===== src/rtl/bcd_pkg.sv =====
// -----------------------------------------------------------------------------
// bcd_pkg
// Shared BCD definitions for the BCD counter family.
//   BCD_MAX / BCD_ZERO : largest and smallest legal BCD digit values
//   bcd_digit_t        : one packed BCD digit (4 bits)
//   bcd_clamp()        : maps an illegal digit (10..15) to 9, passes 0..9 through
// -----------------------------------------------------------------------------
package bcd_pkg;

  typedef logic [3:0] bcd_digit_t;

  localparam bcd_digit_t BCD_MAX  = 4'd9;
  localparam bcd_digit_t BCD_ZERO = 4'd0;

  // Loaded digits are the only way an illegal code could enter the counter,
  // so clamping here keeps the whole count valid BCD at all times.
  function automatic bcd_digit_t bcd_clamp(input bcd_digit_t d);
    bcd_digit_t r;
    r = (d > BCD_MAX) ? BCD_MAX : d;
    return r;
  endfunction

endpackage : bcd_pkg


===== src/rtl/bcd_down_counter_if.sv =====
// -----------------------------------------------------------------------------
// bcd_down_counter_if
// Control and status bundle of the BCD down counter.
//   load     : synchronous parallel load strobe
//   load_val : packed BCD value to load, digit [3:0] least significant
//   en       : count enable, one decrement per rising edge
//   q        : current count, packed BCD
//   zero     : q is all-zero (decoded straight from the count register)
//   tc       : one-cycle pulse, count reached zero by a decrement
//   borrow   : one-cycle pulse, count wrapped from zero to all-nine
//
// Handshake: there is no valid/ready pair. load and en are level qualifiers
// sampled on every rising clock edge; the counter never back-pressures, so the
// controlling side may change them on any cycle and the effect is visible on
// q/tc/borrow one clock later.
//
// Modports:
//   master : the controlling side (drives load/load_val/en, observes status)
//   slave  : the counter itself
// -----------------------------------------------------------------------------
interface bcd_down_counter_if #(
  parameter int DIGITS = 2
);

  logic                  load;
  logic [4*DIGITS-1:0]   load_val;
  logic                  en;
  logic [4*DIGITS-1:0]   q;
  logic                  zero;
  logic                  tc;
  logic                  borrow;

  modport master (
    output load,
    output load_val,
    output en,
    input  q,
    input  zero,
    input  tc,
    input  borrow
  );

  modport slave (
    input  load,
    input  load_val,
    input  en,
    output q,
    output zero,
    output tc,
    output borrow
  );

endinterface : bcd_down_counter_if


===== src/rtl/bcd_down_digit.sv =====
// -----------------------------------------------------------------------------
// bcd_down_digit
// One BCD digit of the down counter: a 4-bit register with parallel load and a
// borrow-in/borrow-out pair for chaining digits combinationally.
//   clk        : clock, rising edge
//   reset      : asynchronous active-high reset, clears the digit to 0
//   load       : load strobe, takes priority over borrow_in
//   load_digit : digit value to load (clamped to 9 if illegal)
//   borrow_in  : decrement request for this digit
//   borrow_out : borrow passed to the next more-significant digit
//   digit_q    : current digit value
//   is_zero    : digit_q == 0
// -----------------------------------------------------------------------------
module bcd_down_digit
  import bcd_pkg::*;
(
  input  logic       clk,
  input  logic       reset,
  input  logic       load,
  input  bcd_digit_t load_digit,
  input  logic       borrow_in,
  output logic       borrow_out,
  output bcd_digit_t digit_q,
  output logic       is_zero
);

  bcd_digit_t digit_d;

  always_comb begin
    digit_d = digit_q;
    if (load) begin
      digit_d = bcd_clamp(load_digit);
    end else if (borrow_in) begin
      // 0 rolls under to 9 and the borrow moves on; any other value just steps down.
      digit_d = (digit_q == BCD_ZERO) ? BCD_MAX : (digit_q - 4'd1);
    end
  end

  always_ff @(posedge clk or posedge reset) begin
    if (reset) begin
      digit_q <= BCD_ZERO;
    end else begin
      digit_q <= digit_d;
    end
  end

  assign is_zero    = (digit_q == BCD_ZERO);
  assign borrow_out = borrow_in & is_zero;

endmodule : bcd_down_digit


===== src/rtl/bcd_down_counter.sv =====
// -----------------------------------------------------------------------------
// bcd_down_counter
// Synchronous multi-digit BCD down counter with parallel load, terminal-count
// and wrap (borrow) pulses. All digits update on the same clock edge; the
// borrow chain between them is purely combinational.
//   DIGITS : number of BCD digits (1..8), count width 4*DIGITS
//   WRAP   : 1 = 0 wraps to all-nine, 0 = count holds at zero
//   clk    : clock, rising edge
//   reset  : asynchronous active-high reset (q=0, tc=0, borrow=0)
//   bus    : slave side of bcd_down_counter_if (load/load_val/en in,
//            q/zero/tc/borrow out)
// Priority: reset, load, en, hold.
// -----------------------------------------------------------------------------
module bcd_down_counter
  import bcd_pkg::*;
#(
  parameter int DIGITS = 2,
  parameter bit WRAP   = 1'b1
) (
  input  logic                 clk,
  input  logic                 reset,
  bcd_down_counter_if.slave    bus
);

  logic [DIGITS:0]       borrow_chain;
  logic [DIGITS-1:0]     digit_zero;
  logic [4*DIGITS-1:0]   count;
  logic                  all_zero;
  logic                  upper_zero;
  logic                  one_left;
  logic                  dec_go;

  logic                  tc_d;
  logic                  tc_q;
  logic                  borrow_d;
  logic                  borrow_q;

  assign all_zero = &digit_zero;

  // A load overrides counting; without WRAP the decrement is suppressed at
  // zero so the chain never rolls the count under.
  assign dec_go          = bus.en & ~bus.load & (WRAP | ~all_zero);
  assign borrow_chain[0] = dec_go;

  for (genvar i = 0; i < DIGITS; i++) begin : g_digit
    bcd_down_digit u_digit (
      .clk        (clk),
      .reset      (reset),
      .load       (bus.load),
      .load_digit (bus.load_val[4*i +: 4]),
      .borrow_in  (borrow_chain[i]),
      .borrow_out (borrow_chain[i+1]),
      .digit_q    (count[4*i +: 4]),
      .is_zero    (digit_zero[i])
    );
  end

  // The count is exactly one when digit 0 holds 1 and every higher digit is 0;
  // decrementing from there is the only way to reach zero by counting.
  always_comb begin
    upper_zero = 1'b1;
    for (int i = 1; i < DIGITS; i++) begin
      upper_zero = upper_zero & digit_zero[i];
    end
  end

  assign one_left = upper_zero & (count[3:0] == 4'd1);

  always_comb begin
    tc_d     = dec_go & one_left;
    // A borrow leaving the most significant digit can only happen when the
    // whole count was zero and the decrement was allowed, i.e. a wrap.
    borrow_d = borrow_chain[DIGITS];
  end

  always_ff @(posedge clk or posedge reset) begin
    if (reset) begin
      tc_q     <= 1'b0;
      borrow_q <= 1'b0;
    end else begin
      tc_q     <= tc_d;
      borrow_q <= borrow_d;
    end
  end

  assign bus.q      = count;
  assign bus.zero   = all_zero;
  assign bus.tc     = tc_q;
  assign bus.borrow = borrow_q;

endmodule : bcd_down_counter

===== src/flat_wrapper.sv =====
// flat-port wrapper written by rule: the top's interface ports become plain ports
module bcd_down_counter_flat import bcd_pkg::*;
#(
  parameter int DIGITS = 2,
  parameter bit WRAP   = 1'b1
)
  (clk, reset, bus_load, bus_load_val, bus_en, bus_q, bus_zero, bus_tc, bus_borrow);
  bcd_down_counter_if #(.DIGITS(DIGITS)) bus_i ();
  input  logic clk;
  input  logic reset;
  input wire logic [$bits(bus_i.load)-1:0] bus_load;
  input wire logic [$bits(bus_i.load_val)-1:0] bus_load_val;
  input wire logic [$bits(bus_i.en)-1:0] bus_en;
  output wire logic [$bits(bus_i.q)-1:0] bus_q;
  output wire logic [$bits(bus_i.zero)-1:0] bus_zero;
  output wire logic [$bits(bus_i.tc)-1:0] bus_tc;
  output wire logic [$bits(bus_i.borrow)-1:0] bus_borrow;
  assign bus_i.load = bus_load;
  assign bus_i.load_val = bus_load_val;
  assign bus_i.en = bus_en;
  assign bus_q = bus_i.q;
  assign bus_zero = bus_i.zero;
  assign bus_tc = bus_i.tc;
  assign bus_borrow = bus_i.borrow;
  bcd_down_counter #(.DIGITS(DIGITS), .WRAP(WRAP)) u_core (.clk(clk), .reset(reset), .bus(bus_i));
endmodule

===== config.mk =====
export PLATFORM = sky130hd
export DESIGN_NAME = bcd_down_counter_flat
export DESIGN_NICKNAME = d
export VERILOG_FILES = /design/src/rtl/bcd_pkg.sv /design/src/rtl/bcd_down_counter_if.sv /design/src/rtl/bcd_down_digit.sv /design/src/rtl/bcd_down_counter.sv /design/src/flat_wrapper.sv
export SDC_FILE = /design/constraint.sdc
export NUM_CORES = 1
export LEC_CHECK = 0
export ABC_AREA = 0
export CAP_MARGIN = 10
export CORE_AREA = 5 5 42 44
export CTS_BUF_LIST = sky130_fd_sc_hd__clkbuf_16
export CTS_CLUSTER_SIZE = 30
export DETAILED_ROUTE_END_ITERATION = 16
export DIE_AREA = 0 0 47 49
export GPL_ROUTABILITY_DRIVEN = 0
export GPL_TIMING_DRIVEN = 0
export PLACE_DENSITY_LB_ADDON = 0.25
export SLEW_MARGIN = 20
export SYNTH_ARGS = -nofsm -noshare
export SYNTH_HDL_FRONTEND = slang
export SYNTH_SLANG_ARGS = --single-unit

===== constraint.sdc =====
create_clock -name clk -period 3.4 [get_ports clk]
set_clock_uncertainty 0.2 [all_clocks]
set_input_delay 0.68 -clock clk [delete_from_list [all_inputs] [get_ports clk]]
set_output_delay 0.68 -clock clk [all_outputs]
set_load 0.03 [all_outputs]

Word-level counts from Yosys, hierarchy flattened. Cells that the tools add are included.

Input port bits: 12. Register bits after elaboration: 10. Word-level logic and storage cells: 28.

Add/subtract/negate cells: 2. Equality and inequality tests: 1. Order comparisons: 2. Muxes and demuxes: 8. Bitwise logic cells: 6. Reduce and logical (&&, ||, !) cells: 5.

Operator list (count): two-way mux 4 bit (8); > comparator 4 bit (second input constant) (2); logical NOT 4 bit (2); subtractor 4 x 1 -> 4 bit (second input constant) (2); AND 1 bit (5); equality test 4 x 1 -> 1 bit (second input constant) (1); nonzero test 2 bit (2); AND reduction 2 bit (1); inverter 1 bit (1).

Depth between registers and ports, before layout.
Depth after elaboration: 5. Depth in mapped cells: 4. Gate-level depth less buffers: 3.

By module. Synthesis repeated with hierarchy kept, for this count alone.

Cell total of the unflattened synthesis: 57. Area, all modules: 619.3 µm².

Modules (own cells, without submodules): bcd_down_digit (times used 2, area each 254.0 µm², cells an instance 25); bcd_down_counter (times used 1, area each 111.4 µm², cells an instance 7).

Worst setup path before layout. No wires, ideal clock.

Path type: reg2out. Start point: register u_core.g_digit[1].u_digit.digit_q[0]. End point: output bus_zero. Arrival: 2.085 ns. Cell stages (with the launch flop): 4. Path buffers: 1. Path slack: 0.435 ns. Data required time: 2.520 ns. Cells stage by stage: dfrtp_1 -> or4_1 -> buf_2 -> nor4_1.

Longest elaborated chain between the ends: 2.

RTL lines: start: declaration (RTL line bcd_down_digit.sv:23) `output bcd_digit_t digit_q,`; start signal: assignment (RTL line bcd_down_digit.sv:43) `digit_q <= digit_d;`; logical NOT 4 bit (RTL line bcd_down_digit.sv:47) `assign is_zero = (digit_q == BCD_ZERO);`; AND reduction 2 bit (RTL line bcd_down_counter.sv:38) `assign all_zero = &digit_zero;`; end: declaration (RTL line flat_wrapper.sv:15) `output wire logic [$bits(bus_i.zero)-1:0] bus_zero;`.

No other way between the ends.

Worst setup path after layout.
Start point: register u_core.g_digit[0].u_digit.digit_q[2]. End point: output bus_zero.

Longest elaborated chain between the ends: 2.

RTL lines (RTL line): start: declaration (bcd_down_digit.sv:23); start signal: assignment (bcd_down_digit.sv:43); logical NOT 4 bit (bcd_down_digit.sv:47); AND reduction 2 bit (bcd_down_counter.sv:38).

No other way between the ends.

==> results.sh <==
export IMPL_status="completed"
export IMPL_post_cts_resized=0
export IMPL_die_y_um=49
export IMPL_p_per_area_nw_per_um2=516.3
export IMPL_rows=14
export IMPL_antenna_found_initial=0
export IMPL_cts_hold_buf=0
export IMPL_cts_buffers=3
export IMPL_fin_total_pwr_mw=0.4587
export IMPL_cts_tree="yes"
export IMPL_max_slew_margin_rel_pct=71.15
export IMPL_routed_via_density=5.437
export IMPL_ys_ff_latch=10
export IMPL_insertion_delay_ps=230
export IMPL_dr_pass1_iters=4
export IMPL_die_w_um=47
export IMPL_seq_area_frac_synth_pct=43.96
export IMPL_setup_slack_ps=279.7
export IMPL_ctsHtreeMaxLevel=1
export IMPL_vias=560
export IMPL_io_buffers=22
export IMPL_drv_slew=0
export IMPL_clkTransAtPathRegs_ps=40
export IMPL_setup_viol=0
export IMPL_core_area_sq_um=1401
export IMPL_nFillCells=126
export IMPL_netSwitchingFraction_pct=26.86
export IMPL_pin_count=23
export IMPL_cp_start_kind="register"
export IMPL_r2r_slack_ps=1410
export IMPL_cts_buffer_depth=2
export IMPL_rsz0062_at_grt="false"
export IMPL_synth_async_sr_flop_share_pct=100.0
export IMPL_tns_ps=0
export IMPL_maxCapViolCount=0
export IMPL_layout_nets=100
export IMPL_arrival_ps=2240
export IMPL_yosys_warnings=0
export IMPL_syn_nets=73
export IMPL_period_needed_ps=3120
export IMPL_r2r_end="u_core.g_digit[1].u_digit.digit_q[3]"
export IMPL_worstPathRequired_ps=2520
export IMPL_grt_max_degree=11
export IMPL_tightest_slew_ps=431.8
export IMPL_crit_path_end_kind="output pin"
export IMPL_synth_area_sq_um=569.3
export IMPL_grt_first_pass_wirelength_mm=2.421
export IMPL_r2r_start="u_core.g_digit[0].u_digit.digit_q[0]"
export IMPL_overflow=0
export IMPL_combPwrFrac_pct=22.6
export IMPL_areaGrowthSynthToFinish_pct=56.04
export IMPL_drive_gt1_share_pct=9.195
export IMPL_synthCells=61
export IMPL_critical_path_max_fanout=9
export IMPL_root_buffer="clkbuf_16"
export IMPL_clkPwrFrac_pct=45.1
export IMPL_antenna_cells=0
export IMPL_grt_pass1_vias=577
export IMPL_hold_path_class="register to register"
export IMPL_ys_flop_type="dfrtp_1"
export IMPL_syn_area_per_cell_sq_um=9.333
export IMPL_seq_power_share_pct=32.2
export IMPL_dp_hpwl_mm=1.083
export IMPL_wire_per_inst_um=14.17
export IMPL_cts_setup_buffers=0
export IMPL_clock_fmax_mhz=320.5
export IMPL_routed_wl_mm=1.460
export IMPL_grt_usage_pct=14.21
export IMPL_fin_crit_sh_pct=91.77
export IMPL_hold_viol_final=0
export IMPL_die_area_sq_um=2303
export IMPL_r2r_cells=4
export IMPL_initial_core_util_pct=40.63
export IMPL_dpl_worst_slack_ps=548.9
export IMPL_path_class="register to output pin"
export IMPL_cts_sinks=10
export IMPL_route_detailed_drc=0
export IMPL_worstSetupStartpoint="u_core.g_digit[0].u_digit.digit_q[2]"
export IMPL_synth_edf_count=0
export IMPL_switchingPower_mw=0.1232
export IMPL_drt_first_iter_violations=21
export IMPL_yosysUniqueCellTypes=31
export IMPL_internal_power_mw=0.3355
export IMPL_irDropWorstVdd_mv=0.3131
export IMPL_endpoint="bus_zero"
export IMPL_p_leak_nw=0.3386
export IMPL_antenna_left=0
## Yosys cell counts, types with 2 or more instances
cell type  instances  area share [%]
clkbuf_1           2             1.3
a31oi_1            2             2.2
nor4_1             2             2.2
dfrtp_1           10              44
mux2i_1            2             3.5
nor2b_1            2             2.2
nand3b_1           3             4.0
o21ai_0            6             5.3
nor3_1             3             2.6
nand2_1            3             2.0
inv_1              3             2.0
nor2_1             3             2.0
or4_1              2             2.6
## worst min path at each step
stage | startpoint | to | slack (ps) | cells after the start
after global placement | u_core.g_digit[0].u_digit.digit_q[1] | u_core.bus.tc | 360 | 1
after floorplan | reset | u_core.bus.borrow | 320 | 1
after CTS | u_core.g_digit[0].u_digit.digit_q[1] | u_core.bus.tc | 370 | 1
after global routing | u_core.g_digit[0].u_digit.digit_q[1] | u_core.bus.tc | 400 | 1
final | u_core.g_digit[0].u_digit.digit_q[1] | u_core.bus.tc | 360 | 1
after detailed placement | u_core.g_digit[0].u_digit.digit_q[1] | u_core.bus.tc | 360 | 1
## cells in the final DEF, fill, tap and decap left out, types with 3 or more instances in the layout
master | synthesis | routed
inv_1 | 3 | 3
nand3b_1 | 3 | 3
o21ai_0 | 6 | 6
nor2_1 | 3 | 3
nand2_1 | 3 | 3
clkdlybuf4s50_1 | 0 | 22
nor3_1 | 3 | 3
clkbuf_16 | 0 | 3
dfrtp_1 | 10 | 10
## power groups by stage
stage / Clock [mW] / Sequential, mW / Combinational, mW
3_5_place_dp: 0 / 0.149 / 0.104
6_report: 0.207 / 0.148 / 0.104
2_1_floorplan: 0 / 0.167 / 0.0384
5_1_grt: 0.214 / 0.150 / 0.113
4_1_cts: 0.209 / 0.147 / 0.105
3_3_place_gp: 0 / 0.148 / 0.103
## metrics by stage
stage                     instance area, sq um  utilization [%]  hold slack, ps  instances
after floorplan                          569.3                -           320.2         61
after global placement                   809.5            57.77           362.6         99
after detailed placement                 809.5            57.77           357.4         99
after CTS                                888.4            63.39           373.9        103
after global routing                     888.4            63.39           396.0        103
final                                    888.4            63.39           355.5        103
## flip-flops by register name, indices dropped and copies added, names as in the netlist
register and cells:
u_core.bus.borrow 1, u_core.g_digit.u_digit.digit_q 8, u_core.bus.tc 1
## layer usage
metal  global-route usage (%)  vias up  share of wire (%)
li1                         -      281                  -
met1                    20.14      258                 45
met2                    19.00       17                 48
met3                    2.214        4                5.8
met4                    9.677        0                1.6
met5                        0        -                  0
## critical path: stages, from the launching register on
cell	delay, ps
dfrtp_1	450
or4_1	480
buf_2	170
nor4_1	190
clkdlybuf4s50_1	720
## logic make-up (layout without fill, tap and decap cells)
group,Yosys count,in the layout,synth area share [%]
DFF,10,10,43.96
and+or+nand+nor,26,26,27.25
muxes,2,2,3.517
xor gates and xnor gates,1,1,1.539
AOI/OAI and AO/OA,16,16,19.56
buffers and inverters,6,32,4.175
## layout make-up
type / instances / area, sq um / share of cell area, %
multi-input combinational: 45 / 295.3 / 33.24
inverter: 3 / 11.26 / 1.268
clock inverter: 1 / 3.754 / 0.4225
clock buffer: 3 / 75.07 / 8.451
buffer: 3 / 12.51 / 1.408
sequential: 10 / 250.2 / 28.17
timing repair buffer: 22 / 220.2 / 24.79
tap: 16 / 20.02 / 2.254
(Power assumes the default switching activity.)
